==> src/rtl/isram_loader_if.sv <==
// Word-stream handshake and byte-wide SRAM write/readback bus of the
// instruction SRAM loader.
interface isram_loader_if #(
    parameter int m = 10,
    parameter int n = 8
);
    logic           word_valid;
    logic [4*n-1:0] word;
    logic           word_ready;
    logic           w_en;
    logic [m-1:0]   addr;
    logic [n-1:0]   data;
    logic [4*n-1:0] inst;

    modport master (
        input  word_valid,
        input  word,
        input  inst,
        output word_ready,
        output w_en,
        output addr,
        output data
    );

    modport slave (
        output word_valid,
        output word,
        output inst,
        input  word_ready,
        input  w_en,
        input  addr,
        input  data
    );
endinterface

==> src/rtl/isram_loader.sv <==
// Serialises 32-bit instruction words into big-endian byte writes to the SRAM.
// Define ISRAM_LOADER_READBACK_EN to verify each word after it is written.
module isram_loader #(
    parameter int m = 10,
    parameter int n = 8
) (
    input  logic           clk,
    input  logic           rst,
    input  logic           start_i,
    input  logic [m-1:0]   base_addr_i,
    input  logic [m-2:0]   num_words_i,
    output logic           busy_o,
    output logic           done_o,
    output logic           wrap_o,
    output logic           err_o,
    isram_loader_if.master bus
);

    typedef enum logic [2:0] {
        IDLE,
        WAIT,
        WRITE,
        CHECK,
        FINISH
    } state_e;

    state_e         state_q, state_d;
    logic [m-1:0]   ptr_q, ptr_d;
    logic [m-2:0]   left_q, left_d;
    logic [4*n-1:0] buf_q, buf_d;
    logic [1:0]     idx_q, idx_d;
    logic           busy_q, busy_d;
    logic           wrap_q, wrap_d;

    always_ff @(posedge clk) begin
        if (rst) begin
            state_q <= IDLE;
        end else begin
            state_q <= state_d;
        end
    end

    always_comb begin
        state_d = state_q;
        unique case (state_q)
            IDLE: begin
                if (start_i) begin
                    state_d = (num_words_i == '0) ? FINISH : WAIT;
                end
            end
            WAIT: begin
                if (bus.word_valid) begin
                    state_d = WRITE;
                end
            end
            WRITE: begin
                if (idx_q == 2'd3) begin
`ifdef ISRAM_LOADER_READBACK_EN
                    state_d = CHECK;
`else
                    state_d = (left_q != (m-1)'(1)) ? WAIT : FINISH;
`endif
                end
            end
`ifdef ISRAM_LOADER_READBACK_EN
            CHECK: begin
                state_d = (left_q != '0) ? WAIT : FINISH;
            end
`endif
            FINISH: begin
                state_d = IDLE;
            end
            default: begin
                state_d = IDLE;
            end
        endcase
    end

    always_comb begin
        bus.word_ready = 1'b0;
        bus.w_en       = 1'b0;
        bus.addr       = ptr_q;
        done_o         = 1'b0;
        unique case (state_q)
            WAIT:    bus.word_ready = 1'b1;
            WRITE:   bus.w_en = 1'b1;
            CHECK:   bus.addr = ptr_q - m'(4);
            FINISH:  done_o = 1'b1;
            default: ;
        endcase
    end

    // Big-endian: byte 0 is the most significant byte of the word.
    always_comb begin
        unique case (idx_q)
            2'd0:    bus.data = buf_q[4*n-1:3*n];
            2'd1:    bus.data = buf_q[3*n-1:2*n];
            2'd2:    bus.data = buf_q[2*n-1:n];
            default: bus.data = buf_q[n-1:0];
        endcase
    end

    always_comb begin
        ptr_d  = ptr_q;
        left_d = left_q;
        buf_d  = buf_q;
        idx_d  = idx_q;
        busy_d = busy_q;
        wrap_d = wrap_q;
        unique case (state_q)
            IDLE: begin
                if (start_i) begin
                    ptr_d  = {base_addr_i[m-1:2], 2'b00};
                    left_d = num_words_i;
                    wrap_d = 1'b0;
                    busy_d = 1'b1;
                end
            end
            WAIT: begin
                if (bus.word_valid) begin
                    buf_d = bus.word;
                    idx_d = 2'd0;
                end
            end
            WRITE: begin
                ptr_d = ptr_q + m'(1);
                idx_d = idx_q + 2'd1;
                if (ptr_q == '1) begin
                    wrap_d = 1'b1;
                end
                if (idx_q == 2'd3) begin
                    left_d = left_q - (m-1)'(1);
                end
            end
            FINISH: begin
                busy_d = 1'b0;
            end
            default: ;
        endcase
    end

    always_ff @(posedge clk) begin
        if (rst) begin
            ptr_q  <= '0;
            left_q <= '0;
            buf_q  <= '0;
            idx_q  <= '0;
            busy_q <= 1'b0;
            wrap_q <= 1'b0;
        end else begin
            ptr_q  <= ptr_d;
            left_q <= left_d;
            buf_q  <= buf_d;
            idx_q  <= idx_d;
            busy_q <= busy_d;
            wrap_q <= wrap_d;
        end
    end

    assign busy_o = busy_q;
    assign wrap_o = wrap_q;

`ifdef ISRAM_LOADER_READBACK_EN
    logic err_q, err_d;

    // A failed readback is only flagged; the load keeps going.
    always_comb begin
        err_d = err_q;
        if (state_q == IDLE && start_i) begin
            err_d = 1'b0;
        end else if (state_q == CHECK && bus.inst != buf_q) begin
            err_d = 1'b1;
        end
    end

    always_ff @(posedge clk) begin
        if (rst) begin
            err_q <= 1'b0;
        end else begin
            err_q <= err_d;
        end
    end

    assign err_o = err_q;
`else
    logic unused_inst;
    assign unused_inst = ^bus.inst;
    assign err_o = 1'b0;
`endif

endmodule

==> src/flat_wrapper.sv <==
// flat-port wrapper written by rule: the top's interface ports become plain ports
module isram_loader_flat 
#(
    parameter int m = 10,
    parameter int n = 8
)
  (clk, rst, start_i, base_addr_i, num_words_i, busy_o, done_o, wrap_o, err_o, bus_word_valid, bus_word, bus_inst, bus_word_ready, bus_w_en, bus_addr, bus_data);
  isram_loader_if #(.m(m), .n(n)) bus_i ();
  input  logic clk;
  input  logic rst;
  input  logic start_i;
  input  logic [m-1:0] base_addr_i;
  input  logic [m-2:0] num_words_i;
  output logic busy_o;
  output logic done_o;
  output logic wrap_o;
  output logic err_o;
  input wire logic [$bits(bus_i.word_valid)-1:0] bus_word_valid;
  input wire logic [$bits(bus_i.word)-1:0] bus_word;
  input wire logic [$bits(bus_i.inst)-1:0] bus_inst;
  output wire logic [$bits(bus_i.word_ready)-1:0] bus_word_ready;
  output wire logic [$bits(bus_i.w_en)-1:0] bus_w_en;
  output wire logic [$bits(bus_i.addr)-1:0] bus_addr;
  output wire logic [$bits(bus_i.data)-1:0] bus_data;
  assign bus_i.word_valid = bus_word_valid;
  assign bus_i.word = bus_word;
  assign bus_i.inst = bus_inst;
  assign bus_word_ready = bus_i.word_ready;
  assign bus_w_en = bus_i.w_en;
  assign bus_addr = bus_i.addr;
  assign bus_data = bus_i.data;
  isram_loader #(.m(m), .n(n)) u_core (.clk(clk), .rst(rst), .start_i(start_i), .base_addr_i(base_addr_i), .num_words_i(num_words_i), .busy_o(busy_o), .done_o(done_o), .wrap_o(wrap_o), .err_o(err_o), .bus(bus_i));
endmodule
==> config.mk <==
export PLATFORM = sky130hd
export DESIGN_NAME = isram_loader_flat
export DESIGN_NICKNAME = d
export VERILOG_FILES = /design/src/rtl/isram_loader_if.sv /design/src/rtl/isram_loader.sv /design/src/flat_wrapper.sv
export SDC_FILE = /design/constraint.sdc
export NUM_CORES = 1
export LEC_CHECK = 0
export CELL_PAD_IN_SITES_DETAIL_PLACEMENT = 0
export CELL_PAD_IN_SITES_GLOBAL_PLACEMENT = 1
export CORE_MARGIN = 4
export CORE_UTILIZATION = 29
export DETAILED_ROUTE_END_ITERATION = 12
export GPL_TIMING_DRIVEN = 1
export PLACE_DENSITY = 0.78
export SYNTH_ARGS = -nofsm -noshare
export SYNTH_HDL_FRONTEND = slang
export SYNTH_SLANG_ARGS = --single-unit
==> constraint.sdc <==
create_clock -name clk -period 1.74 [get_ports clk]
set_input_delay 0.348 -clock clk [delete_from_list [all_inputs] [get_ports clk]]
set_output_delay 0.348 -clock clk [all_outputs]
set_load 0.02 [all_outputs]
==> results.md <==
- Outcome: complete, but fails checks
- Failing checks: setup timing
- Met3 Resource Use GR: under 10%
- Vias per inst: between 4 and 5
- Synth async-reset ratio: 0%
- Core ar.: 10300 sq um
- Top Ports: approximately 110
- Reg2reg path depth: 8
- Leak: roughly 1.9 nW
- Register bit total from synthesis: 58
- Max Cap Viol: 0
- Die W: ~110 um
- Tcrit/Tclk final: 122%
- Final setup vio count: 17
- Req. time, crit path: ~1.4 ns
- Minimum clock period: between 2 and 2.5 ns
- R2R Setup Slk: about 0.030 ns
- Initial Util: around 30%
- DIE AREA: 12200 sq um
- R2r endpoint: u_core.ptr_q[2]
- WP data arrival: around 1.8 ns
- Avg Inst Size Synth: 7.85 sq um
- Cts hold-fix bufs: 0
- Pwr Density: approximately 900 nW/um^2
- Reg2Reg Launch Point: u_core.state_q[0]
- Crit end category: output pin
- Slowest CP cell: a222oi_1
- Antenna Nets Post-Route: 0
- All-Layer GR Usage: 15.6%
- Worst hold path type: in2reg
- Vias in the first global route: approximately 3k
- Cell chain of the critical path: inv_4 -> ha_4 -> a222oi_1 -> buf_4 -> mux2i_1 -> buf_2
- Post-Syn Area: between 3000 and 4000 sq um
- Drt first-iter violations: 249
- Clock Sinks: 58
- Setup crit start kind: flip-flop
- Drt total wl: 9.53 mm
- PortBufs: 75
- Most crowded layer after global routing: met2
- P_sw: 1.36 mW
- Site row count: 37
- Sequential share of the synthesized area: approximately two fifths
- First-pass GRT wire length: 14.8 mm
- Core Util, Final: between 40 and 50%
- VDD IR max: around 0.00044 V
- Sw Ratio: 31.9%
- Post-Syn Nets: a little under 500
- Root buffer cell: clkbuf_8
- H-tree levels: 3
- Overall power: between 4 and 5 mW
- Crit path kind: reg2out
- Antenna Cells: 0
- Largest net degree at the start of global routing: 38
- Met1 Use GR: between 20% and 30%
- CTS tree: built
- Finished Layout Cells: ~640
- Vias post-DR: approximately 3.2k
- Initial antenna violation count: 0
- Int Pwr: 2.91 mW
- Seq pwr share: 35.8%
- Detail Placement HPWL: ~6.5 mm
- CTS clk-pin slew, worst paths: 0.07 ns
- Nets: 597
- Hold Crit Depth: 2
- Global route overflow: 0
- Clk_skew: between 0.01 and 0.015 ns
- Worst slew pin tran: just over 0.6 ns
- Gate power share: about a third
- Share of cells above drive strength 1: 29.5%
- Placed Cells: about 610
- Met2 Usage GRT: roughly 24%
- Hold Vio Cnt, Final: 0
- WL/cell: roughly 15 um
- Die Y: about 110 um
- Primary FF master, synth: dfxtp_1
- CP max stage delay: between 0.4 and 0.5 ns
- Final Slew Violations: 0
- Drt drc: 0
- Warnings, synthesis: 0
- Hold wc startpoint: rst
- Worst slew margin: 59.1%
- F_max: 469 MHz
- Clock buffer depth: 2
- Post-route worst setup slack: -0.390 ns
- Routability Congestion: between 0.8 and 0.9
- Num CTS Buffers: 9
- Distinct cells, synth: between 50 and 60
- Clk pwr share: a little under a third
- CP Max Fanout: 6
- Gate Count Post-Synth: about 390
- RSZ-0062 raised after global routing: true
- Worst-case hold path end point: u_core.ptr_q[1]
- Layout area overhead: 59.8%
- Post-synth EDFFs: 0
- TritonRoute pass-1 iters: 5
- Worst-Skew Late Latency: ~0.34 ns
==> critical path: cells and delay by family (launching register included) <==
family	cells	cell delay [ns]
compound gates	1	0.43
buf+inv	3	0.40
fa+ha+maj	1	0.18
flops	1	0.38
mux	1	0.05
==> cells in the mapped netlist (all sizes together) (2+ instances only) <==
cell type	count	area [sq um]
a2111oi	2	23.8
a211oi	7	52.6
a21oi	48	240
a222oi	8	80.1
a22oi	5	37.5
a2bb2oi	3	26.3
buf	13	86.3
clkbuf	18	67.6
dfxtp	58	1160
ha	10	125
inv	22	82.6
mux2i	9	90.1
nand2	81	307
nand2b	6	37.5
nand3	7	35.0
nand3b	2	15.0
nand4	5	31.3
nor2	18	70.1
nor3	9	45.0
nor4	5	31.3
o21a	2	15.0
o21ai	9	45.0
o22ai	3	18.8
o31a	2	17.5
o32ai	4	35.0
or3b	2	17.5
xnor2	5	43.8
xor2	4	35.0
==> cells in the final DEF, fill, tap and decap left out, types with 3 or more instances in the layout <==
master / count
a22oi_1: 4
nor2_1: 13
clkbuf_8: 11
nand2_1: 77
nand3_1: 7
mux2i_1: 8
buf_12: 7
buf_4: 51
nor4_1: 3
ha_4: 4
inv_1: 16
a211oi_1: 7
xnor2_2: 3
nor2_2: 4
dfxtp_1: 51
xor2_1: 3
a222oi_1: 8
dfxtp_2: 6
nor3_1: 6
nand4_1: 5
ha_1: 4
clkdlybuf4s50_1: 53
buf_6: 15
a21oi_1: 46
nand2b_1: 4
o21ai_0: 7
o22ai_1: 3
inv_2: 4
==> how the worst max path moves through the flow <==
stage               slack (ns)  cells after the start         startpoint     endpoint
global route             -0.45                      7    u_core.ptr_q[2]  bus_addr[8]
global placement         -0.52                      7    u_core.ptr_q[2]  bus_addr[8]
floorplan                -0.11                      5  u_core.state_q[1]  bus_addr[8]
finish                   -0.39                      6    u_core.idx_q[1]  bus_data[1]
detailed placement       -0.58                      7    u_core.ptr_q[2]  bus_addr[8]
CTS                      -0.39                      7    u_core.ptr_q[2]  bus_addr[8]
==> kinds of logic (layout without fill, tap and decap cells) <==
kind of cell	count (synthesis)	after routing	synth area share [%]
simple gates	144	144	21.8
compound gates	102	102	21.8
flops	58	58	38.2
buf+inv	54	172	8.32
fa+ha+maj	10	10	4.12
xor+xnor	9	9	2.60
mux	9	9	2.97
other cells	1	1	0.123
==> per-stage QoR <==
stage	cell area, sq um	hold WS, ns	setup slack [ns]	TNS (ns)
finish	4850	0.399	-0.390	-4.05
global route	4850	0.407	-0.452	-5.31
detailed placement	4170	0.451	-0.581	-8.06
CTS	4580	0.376	-0.393	-4.03
floorplan	3080	0.436	-0.106	-0.169
global placement	4170	0.445	-0.523	-7.50
==> final cells by class <==
class | instances | area, sq um
Fill cell | 998 | 5430
Clock inverter | 4 | 50.0
Timing Repair Buffer | 133 | 1310
Multi-Input combinational cell | 275 | 1890
Inverter | 23 | 104
Clock buffer | 12 | 155
Tap cell | 136 | 170
Sequential cell | 58 | 1170
==> state kept, by name, indices dropped and copies added (netlist names) <==
register and cells:
u_core.buf_q 32, u_core.busy_o 1, u_core.idx_q 2, u_core.left_q 9, u_core.ptr_q 10, u_core.state_q 3
u_core.wrap_o 1
==> power by group through the flow <==
stage / clock (mW) / sequential (mW) / combinational [mW]
floorplan: 0 / 1.53 / 0.669
global placement: 0 / 1.54 / 1.13
detailed placement: 0 / 1.54 / 1.15
CTS: 1.32 / 1.52 / 1.29
global route: 1.38 / 1.54 / 1.57
finish: 1.29 / 1.53 / 1.45
==> timing repair <==
item	4_1_cts	5_1_grt
gates resized for setup	142	48
endpoints found under the setup margin	28	34
gates cloned	1	1
buffers inserted	8	12
pin swaps	20	16
==> routing by layer <==
metal	part of all wire [%]	wire length [um]
met5	0	0
met4	1.8	175
met3	5.1	485
met2	48	4540
met1	45	4320
Power figures use the tool's default switching activity.
